===== src/rtl/eth_wrr_sched.sv =====
// Frame-level weighted round-robin scheduler for the shared Ethernet transmit path.
// A grant is locked for a whole frame and released on the granted port's tlast
// handshake. Each port may send max(weight,1) consecutive frames per round.
`timescale 1ns/1ps

module eth_wrr_sched #(
    parameter int S_COUNT      = 4,
    parameter int WEIGHT_WIDTH = 4,
    parameter int CL_S_COUNT   = $clog2(S_COUNT)
) (
    input  logic                              clk,
    input  logic                              rst_n,
    input  logic                              enable,
    input  logic [S_COUNT-1:0]                request,
    input  logic [S_COUNT-1:0]                acknowledge,
    input  logic [S_COUNT*WEIGHT_WIDTH-1:0]   weight,
    output logic [S_COUNT-1:0]                grant,
    output logic                              grant_valid,
    output logic [CL_S_COUNT-1:0]             grant_encoded
);

    localparam logic [0:0] ST_IDLE  = 1'b0;
    localparam logic [0:0] ST_GRANT = 1'b1;

    // A programmed weight of 0 still allows one frame per round.
    function automatic logic [WEIGHT_WIDTH-1:0] eff_weight(input logic [WEIGHT_WIDTH-1:0] w);
        return (w == '0) ? WEIGHT_WIDTH'(1) : w;
    endfunction

    logic [0:0]              state;
    logic [CL_S_COUNT-1:0]   pointer;
    logic [WEIGHT_WIDTH-1:0] credit     [S_COUNT];
    logic [WEIGHT_WIDTH-1:0] eff_credit [S_COUNT];
    logic [S_COUNT-1:0]      eligible;
    logic [S_COUNT-1:0]      candidate;
    logic                    reload;
    logic                    found;
    logic [CL_S_COUNT-1:0]   sel;
    logic [CL_S_COUNT:0]     scan_sum;
    logic [CL_S_COUNT-1:0]   scan_idx;
    logic [WEIGHT_WIDTH-1:0] sel_credit_next;
    logic [CL_S_COUNT-1:0]   pointer_next;

    // Per-port eligibility on stored credits (used only to decide a reload).
    genvar g;
    generate
        for (g = 0; g < S_COUNT; g++) begin : g_port
            assign eligible[g]   = request[g] && (credit[g] != '0);
            assign eff_credit[g] = reload ? eff_weight(weight[g*WEIGHT_WIDTH +: WEIGHT_WIDTH])
                                          : credit[g];
            assign candidate[g]  = request[g] && (eff_credit[g] != '0);
        end
    endgenerate

    // A new round starts in the same cycle that every requester has run out of credit.
    assign reload = (state == ST_IDLE) && enable && (request != '0) && (eligible == '0);

    // Round-robin search upward from the pointer, wrapping modulo S_COUNT.
    always_comb begin
        found    = 1'b0;
        sel      = '0;
        scan_sum = '0;
        scan_idx = '0;
        for (int k = 0; k < S_COUNT; k++) begin
            scan_sum = {1'b0, pointer} + (CL_S_COUNT+1)'(k);
            if (scan_sum >= (CL_S_COUNT+1)'(S_COUNT)) begin
                scan_sum = scan_sum - (CL_S_COUNT+1)'(S_COUNT);
            end
            scan_idx = scan_sum[CL_S_COUNT-1:0];
            if (!found && candidate[scan_idx]) begin
                found = 1'b1;
                sel   = scan_idx;
            end
        end
    end

    // Credit left to the winner and where the pointer goes next.
    always_comb begin
        sel_credit_next = eff_credit[sel] - WEIGHT_WIDTH'(1);
        if (sel_credit_next != '0) begin
            pointer_next = sel;
        end else if (sel == CL_S_COUNT'(S_COUNT-1)) begin
            pointer_next = '0;
        end else begin
            pointer_next = sel + CL_S_COUNT'(1);
        end
    end

    // Grant state machine: issue in IDLE, hold for the frame, release on the owner's ack.
    always_ff @(posedge clk or negedge rst_n) begin
        if (!rst_n) begin
            state         <= ST_IDLE;
            grant         <= '0;
            grant_valid   <= 1'b0;
            grant_encoded <= '0;
            pointer       <= '0;
            for (int i = 0; i < S_COUNT; i++) begin
                credit[i] <= '0;
            end
        end else if (state == ST_IDLE) begin
            if (enable && found) begin
                state         <= ST_GRANT;
                grant         <= S_COUNT'(1) << sel;
                grant_valid   <= 1'b1;
                grant_encoded <= sel;
                pointer       <= pointer_next;
                for (int i = 0; i < S_COUNT; i++) begin
                    credit[i] <= (CL_S_COUNT'(i) == sel) ? sel_credit_next : eff_credit[i];
                end
            end
        end else begin
            if ((acknowledge & grant) != '0) begin
                state       <= ST_IDLE;
                grant       <= '0;
                grant_valid <= 1'b0;
            end
        end
    end

endmodule


===== config.mk =====
export PLATFORM = sky130hd
export DESIGN_NAME = eth_wrr_sched
export DESIGN_NICKNAME = d
export VERILOG_FILES = /design/src/rtl/eth_wrr_sched.sv
export SDC_FILE = /design/constraint.sdc
export NUM_CORES = 1
export LEC_CHECK = 0
export ABC_AREA = 0
export CAP_MARGIN = 15
export CORE_ASPECT_RATIO = 0.5
export CORE_UTILIZATION = 31
export CTS_CLUSTER_SIZE = 20
export DETAILED_ROUTE_END_ITERATION = 10
export GPL_ROUTABILITY_DRIVEN = 0
export PLACE_DENSITY = 0.6
export SYNTH_ARGS = -nofsm -noshare
export SYNTH_HDL_FRONTEND = slang
export SYNTH_SLANG_ARGS = --single-unit

===== constraint.sdc =====
create_clock -name clk -period 8.2 [get_ports clk]
set_input_delay 0.82 -clock clk [delete_from_list [all_inputs] [get_ports clk]]
set_output_delay 0.82 -clock clk [all_outputs]
set_load 0.03 [all_outputs]

==> results of run 1 <==
sequential cells by signal, summed over array words and instances (netlist names):
register,count
state,1
grant,4
grant_valid,1
grant_encoded,2
pointer,2
credit,16
logic make-up after synthesis:
kind of cell / synth area share, %
mux: 1.62
compound gates: 31.1
buf+inv: 3.62
flops: 33.6
simple gates: 25.7
xor+xnor: 0.453
fa+ha+maj: 3.88
worst max-delay path, delay by kind of cell:
| family | cells | cell delay [ns] |
|---|---|---|
| compound gates | 6 | 0.92 |
| simple gates | 8 | 2.65 |
| fa+ha+maj | 1 | 0.23 |
| buf+inv | 2 | 0.60 |
routing by layer:
layer / vias up / part of all wire [%]
li1: 974 / -
met1: 1001 / 48
met2: 129 / 41
met3: 20 / 8.5
met4: 0 / 2.3
met5: - / 0
worst min-delay path by stage:
stage | startpoint | end | slack (ns)
floorplan | credit[12] | credit[12] | 0.49
global placement | grant_encoded[0] | grant_encoded[0] | 0.46
detailed placement | grant_valid | grant_valid | 0.47
CTS | grant_encoded[0] | grant_encoded[0] | 0.49
global route | grant_encoded[0] | grant_encoded[0] | 0.51
finish | grant_encoded[0] | grant_encoded[0] | 0.48
power groups by stage:
| stage | Clock [mW] | Sequential, mW | Combinational [mW] |
|---|---|---|---|
| floorplan | 0 | 0.254 | 0.496 |
| detailed placement | 0 | 0.246 | 0.727 |
| global route | 0.155 | 0.254 | 0.816 |
| global placement | 0 | 0.245 | 0.718 |
| CTS | 0.148 | 0.244 | 0.731 |
| finish | 0.148 | 0.247 | 0.752 |
layout make-up:
cell class / instances / share of cell area, %
Clock buffer: 3 / 3.06
Clock inverter: 1 / 1.22
Inverter: 9 / 1.48
Multi-Input combinational cell: 201 / 49.4
Sequential cell: 26 / 26.5
Tap cell: 84 / 4.28
Timing Repair Buffer: 35 / 14.1
cells in the final DEF (no fill, tap or decap), types with 2 or more instances in the layout:
master / Yosys / final
or2_1: 2 / 2
nor3_1: 5 / 5
nor4_1: 5 / 5
a311oi_1: 4 / 4
a21oi_1: 12 / 12
nor2_1: 10 / 10
inv_1: 7 / 7
o32ai_1: 3 / 3
a211oi_1: 4 / 4
ha_1: 6 / 6
o21ai_1: 5 / 5
o41ai_2: 2 / 2
nand3_1: 10 / 10
o41ai_1: 2 / 2
o21ai_0: 25 / 25
a22oi_1: 11 / 11
clkbuf_16: 0 / 3
o2111a_1: 2 / 2
dfrtp_1: 26 / 26
or3_1: 2 / 2
and3_1: 3 / 3
mux2i_1: 2 / 2
a31oi_1: 2 / 2
buf_4: 0 / 2
nand2_1: 60 / 60
and2_1: 4 / 4
clkdlybuf4s50_1: 0 / 33
metrics by stage:
step	power (mW)	instance area, sq um	hold slack [ns]
after floorplan	0.750	1930	0.488
after global placement	0.963	2350	0.463
after detailed placement	0.973	2350	0.472
after CTS	1.12	2460	0.488
after global routing	1.23	2460	0.515
final	1.15	2460	0.480
==> results.md, run 1 <==
* Ys Warns at 0
* Pre-CTS setup slack at 3.04 ns
* Crit end category: flip-flop
* Post-CTS setup buffer count at 0
* Worst R2R Start: credit[12]
* DP HPWL at 4670 um
* Async SR Flop Fraction at 100%
* GR peak layer: met2
* Clock Skew at 0.00436 ns
* Post-synth top area share at 33.6%
* Tightest Pin Transition at 0.808 ns
* Top post-synthesis cells by count: nand2_1 (60), dfrtp_1 (26), o21ai_0 (25)
* Diode count at 0
* Final Max Slew Viols at 0
* Final non-filler cell total at 359
* Reg-to-reg endpoint: pointer[1]
* Sink Count at 26
* Net Sw Frac at 52.1%
* Die ar. at 6580 sq um
* CTS resizes at 0
* Cell with the most instances after synthesis: nand2_1
* Fin util at 42.7%
* Core area at 5750 sq um
* Num CTS Buffers at 3
* Nets at 309
* Status: finished, final reports clean
* Post-Syn Area per Cell at 7.90 sq um
* Post-synthesis cell count at 245
* Layout cells sized above 1 at 6.91%
* Max_slew headroom at 46.0%
* Port Buffer Count at 33
* Worst-skew pair later-pin latency at 0.27 ns
* Clock slew at reported path FFs at 0.07 ns
* Initial antenna violation count at 0
* Min cycle time layout at 5.08 ns
* H-tree Lvls at 1
* R2r setup slk at 3.59 ns
* Initial DRT Pass Iterations at 5
* Final Hold Violating Endpoints at 0
* Final setup margin at 3.12 ns
* Initial Util at 33.6%
* WS Path Type: in2reg
* CP max stage cell: or2_1
* Worst setup path startpoint: enable
* Hold Crit Depth at 2
* P per Cell Area at 467 nW/um^2
* Setup violators final at 0
* Unique masters post-synth at 47
* P_leak at 1.05 nW
* Routed WL at 6310 um
* Setup_tns at 0 ns
* GRT met3 Usage at 3.56%
* Dominant synthesized flop cell: dfrtp_1
* Root buffer cell: clkbuf_16
* Area taken by multi-input logic gates at 1210 sq um
* Register bit total from synthesis at 26
* CTS tree: built
* FF+latch area at 651 sq um
* Vias in the first global route at 1973
* Initial DRC count at 215
* Clock Power Share at 12.9%
* Die Y at 57.9 um
* Worst EP required at 8.36 ns
* Worst hold path type: reg2reg
* Reg2reg path depth at 16
* First-pass GRT wire length at 10300 um
* Comb pwr share at 65.6%
* Routed WL per cell at 17.6 um
* Net Sw Power at 0.597 mW
* VDD IR max at 0.166 mV
* Worst Path Arrival at 5.23 ns
* Fin crit share at 61.9%
* Hold_buf cts at 0
* Row count at 19
* Synth area leaders: dfrtp_1 (34%), nand2_1 (12%), o21ai_0 (6.5%)
* Post-synth top area cell: dfrtp_1
* # IOs at 34
* Via Count at 2124
* Flop pwr share at 21.5%
* Critical Path Source Type: input port
* Syn_nets at 278
* RSZ-0062 raised after global routing: false
* Power Internal at 0.549 mW
* Worst setup path endpoint: pointer[1]
* Clock buffer depth at 2
* M2 GR Usage at 31.1%
* Post-synth EDFFs at 0
* Synthesized area at 1930 sq um
* Worst Path Max Fanout at 22
* Fmax at 197 MHz
* DIE WIDTH at 114 um
* Total grt overflow at 0
* Area Growth Syn to Fin at 27.0%
* Number of vias per cell at 5.92
* ANT nets after route at 0
* Seq/Total Area, Yosys at 33.6%
* Fillcell total at 602
* DR DRC count at 0
* Worst-path cell chain: clkdlybuf4s50_1, nor2b_1, nand4_1, or2_1, or3_1, o21ai_0, a21oi_1, a211oi_1, a21oi_1, inv_1, ha_1, nand2b_1, nor4_1, nor4_1, and2_1, a311oi_1, o31a_1
* Max Cap Viol at 0
* Global-route usage over all layers at 20.4%
* Placed insts at 355
* M1 GR Usage at 30.3%
* Largest net degree at the start of global routing at 27
* Max incr delay on CP at 0.56 ns
(Power assumes the default switching activity.)
==> inputs of run 2 (changes only) <==
clock period = 5.1 ns   (was 8.2 ns; I/O delays follow)
==> run 2 against run 1 <==
  * Global-route usage is 0.070 points lower
  * Hold slack better by 0.011 ns
  * Non-clock buffer count is 2 higher
  * Flip-flop and latch count stayed put
  * Register-to-register slack worse by 3.0 ns
  * Largest cell class unchanged
==> results.md, run 2 (synthesized netlist as in run 1, its figures left out) <==
* Min cycle time layout at 4.66 ns
* DP HPWL at 4690 um (+0.52%)
* RSZ-0062 raised after global routing: false
* CP max stage cell: or4_4
* Via Count at 2068 (-2.6%)
* Die Y at 57.9 um (unchanged)
* Biggest register: credit
* Most used cell, CP: nor4_1
* Largest regs: credit x16, grant x4
* First-pass GRT wire length at 10300 um (-0.19%)
* Row count at 19 (unchanged)
* Initial antenna violation count at 0 (unchanged)
* P_leak at 1.06 nW (+0.81%)
* Number of vias per cell at 5.73 (-3.2%)
* Max Cap Viol at 0 (unchanged)
* Fin util at 43.0% (+0.26 points)
* Die ar. at 6580 sq um (unchanged)
* Largest register FFs at 16 (unchanged)
* Commonest non-fill, non-tap cell in the layout: nand2_1
* Worst Path Max Fanout at 9 (-59%)
* Worst-path cell chain: clkdlybuf4s50_1, or4_4, nand3_1, o21ai_1, and2_4, a221o_2, nor2_8, inv_4, mux2i_1, a21oi_1, inv_1, ha_1, nand2b_1, nor4_1, nor4_1, and2_1, a311oi_1, o31a_1
* Tightest Pin Transition at 0.832 ns (+0.0236 ns)
* Initial DRC count at 201 (-6.5%)
* Max incr delay on CP at 0.58 ns (+0.02 ns)
* P per Cell Area at 743 nW/um^2 (+59%)
* Fmax at 215 MHz
* Critical Path Source Type: input port
* Global-route usage over all layers at 20.4% (-0.070 points)
* Worst hold slack at 0.491 ns (+0.0107 ns)
* DR DRC count at 0 (unchanged)
* Total grt overflow at 0 (unchanged)
* Nets at 311 (+0.65%)
* Power, Total at 1.84 mW (+60%)
* Setup_tns at 0 ns (unchanged)
* Largest net degree at the start of global routing at 27 (unchanged)
* Routed WL per cell at 17.3 um (-1.6%)
* Routed WL at 6240 um (-1.0%)
* Clock Skew at 0.00738 ns (+0.00302 ns)
* Post-CTS setup buffer count at 0 (unchanged)
* Clock buffer depth at 2 (unchanged)
* WS Path Type: in2reg
* ANT nets after route at 0 (unchanged)
* Port Buffer Count at 33 (unchanged)
* Area taken by multi-input logic gates at 1210 sq um (unchanged)
* Initial DRT Pass Iterations at 6 (+1)
* CTS tree: built
* CTS resizes at 0 (unchanged)
* Sink Count at 26 (unchanged)
* Setup violators final at 0 (unchanged)
* Fillcell total at 600 (-0.33%)
* Crit end category: flip-flop
* Fin crit share at 91.4%
* Diode count at 0 (unchanged)
* VDD IR max at 0.298 mV (+79%)
* Worst EP required at 5.31 ns (-3.05 ns)
* FF+latch area at 651 sq um (unchanged)
* Layout cells sized above 1 at 7.58% (+0.67 points)
* H-tree Lvls at 1 (unchanged)
* Core area at 5750 sq um (unchanged)
* Final Max Slew Viols at 0 (unchanged)
* Vias in the first global route at 1911 (-3.1%)
* Worst hold path type: reg2reg
* Area Growth Syn to Fin at 27.7%
* Clock slew at reported path FFs at 0.07 ns (about the same)
* DIE WIDTH at 114 um (unchanged)
* Worst-skew pair later-pin latency at 0.27 ns (about the same)
* Num CTS Buffers at 3 (unchanged)
* Hold_buf cts at 0 (unchanged)
* # IOs at 34 (unchanged)
* Root buffer cell: clkbuf_16
* Most frequent cells in the layout: nand2_1 (60), clkdlybuf4s50_1 (33), dfrtp_1 (26)
* Max_slew headroom at 44.4% (-1.6 points)
* Final Hold Violating Endpoints at 0 (unchanged)
* Initial Util at 33.6% (unchanged)
* Worst Path Arrival at 4.87 ns (-0.36 ns)
* Status: finished, final reports clean
## run 2: cell types whose count changed in the layout (fill, tap and decap cells not counted)
| cell | delta |
|---|---|
| buf_4 | +2 |
## run 2: where the power goes
part,internal (mW),switching [mW]
registers,0.300,0.0959
logic,0.431,0.770
clock network,0.157,0.0826
total,0.887,0.949
## run 2: layer usage
metal	part of all wire, %	GRT usage (%)	routed length [um]	up-vias
met1	49	31.5	3040	981
met2	41	29.2	2530	104
li1	-	-	-	975
met5	0	0	0	-
met3	10	3.35	621	8
met4	0.77	5.08	48	0
## run 2: cell type report
cell class | instances | area share [%]
well taps | 84 | 4.25
flip-flops and latches | 26 | 26.3
multi-input cells | 201 | 49.1
inverters | 9 | 1.47
clock inverters | 1 | 1.22
clock buffers | 3 | 3.04
repair buffers | 37 | 14.6
## run 2: through the flow
stage               area [sq um]  setup slack (ns)  std cells
detailed placement          2370             0.213        357
floorplan                   1930              1.27        245
CTS                         2470             0.489        361
global placement            2370             0.263        357
global route                2470             0.110        361
finish                      2470             0.441        361
## run 2: worst paths after layout
| kind | from | to | slack, ns | depth (start not counted) |
|---|---|---|---|---|
| max | request[0] | pointer[1] | 0.44 | 18 |
| min | grant_encoded[0] | grant_encoded[0] | 0.49 | 2 |
| max reg2reg | credit[12] | pointer[1] | 0.61 | 17 |
| min reg2reg | grant_encoded[0] | grant_encoded[0] | 0.49 | 2 |
| max in group asynchronous | rst_n | credit[13] | 4.22 | 2 |
| min in group asynchronous | rst_n | credit[1] | 0.61 | 2 |
## run 2: worst max-delay path: cells and delay by family
family	cells	cell delay, ns
muxes	1	0.15
and+or+nand+nor	8	1.70
buffers and inverters	3	0.75
adders and majority gates	1	0.28
AOI/OAI and AO/OA	5	1.48
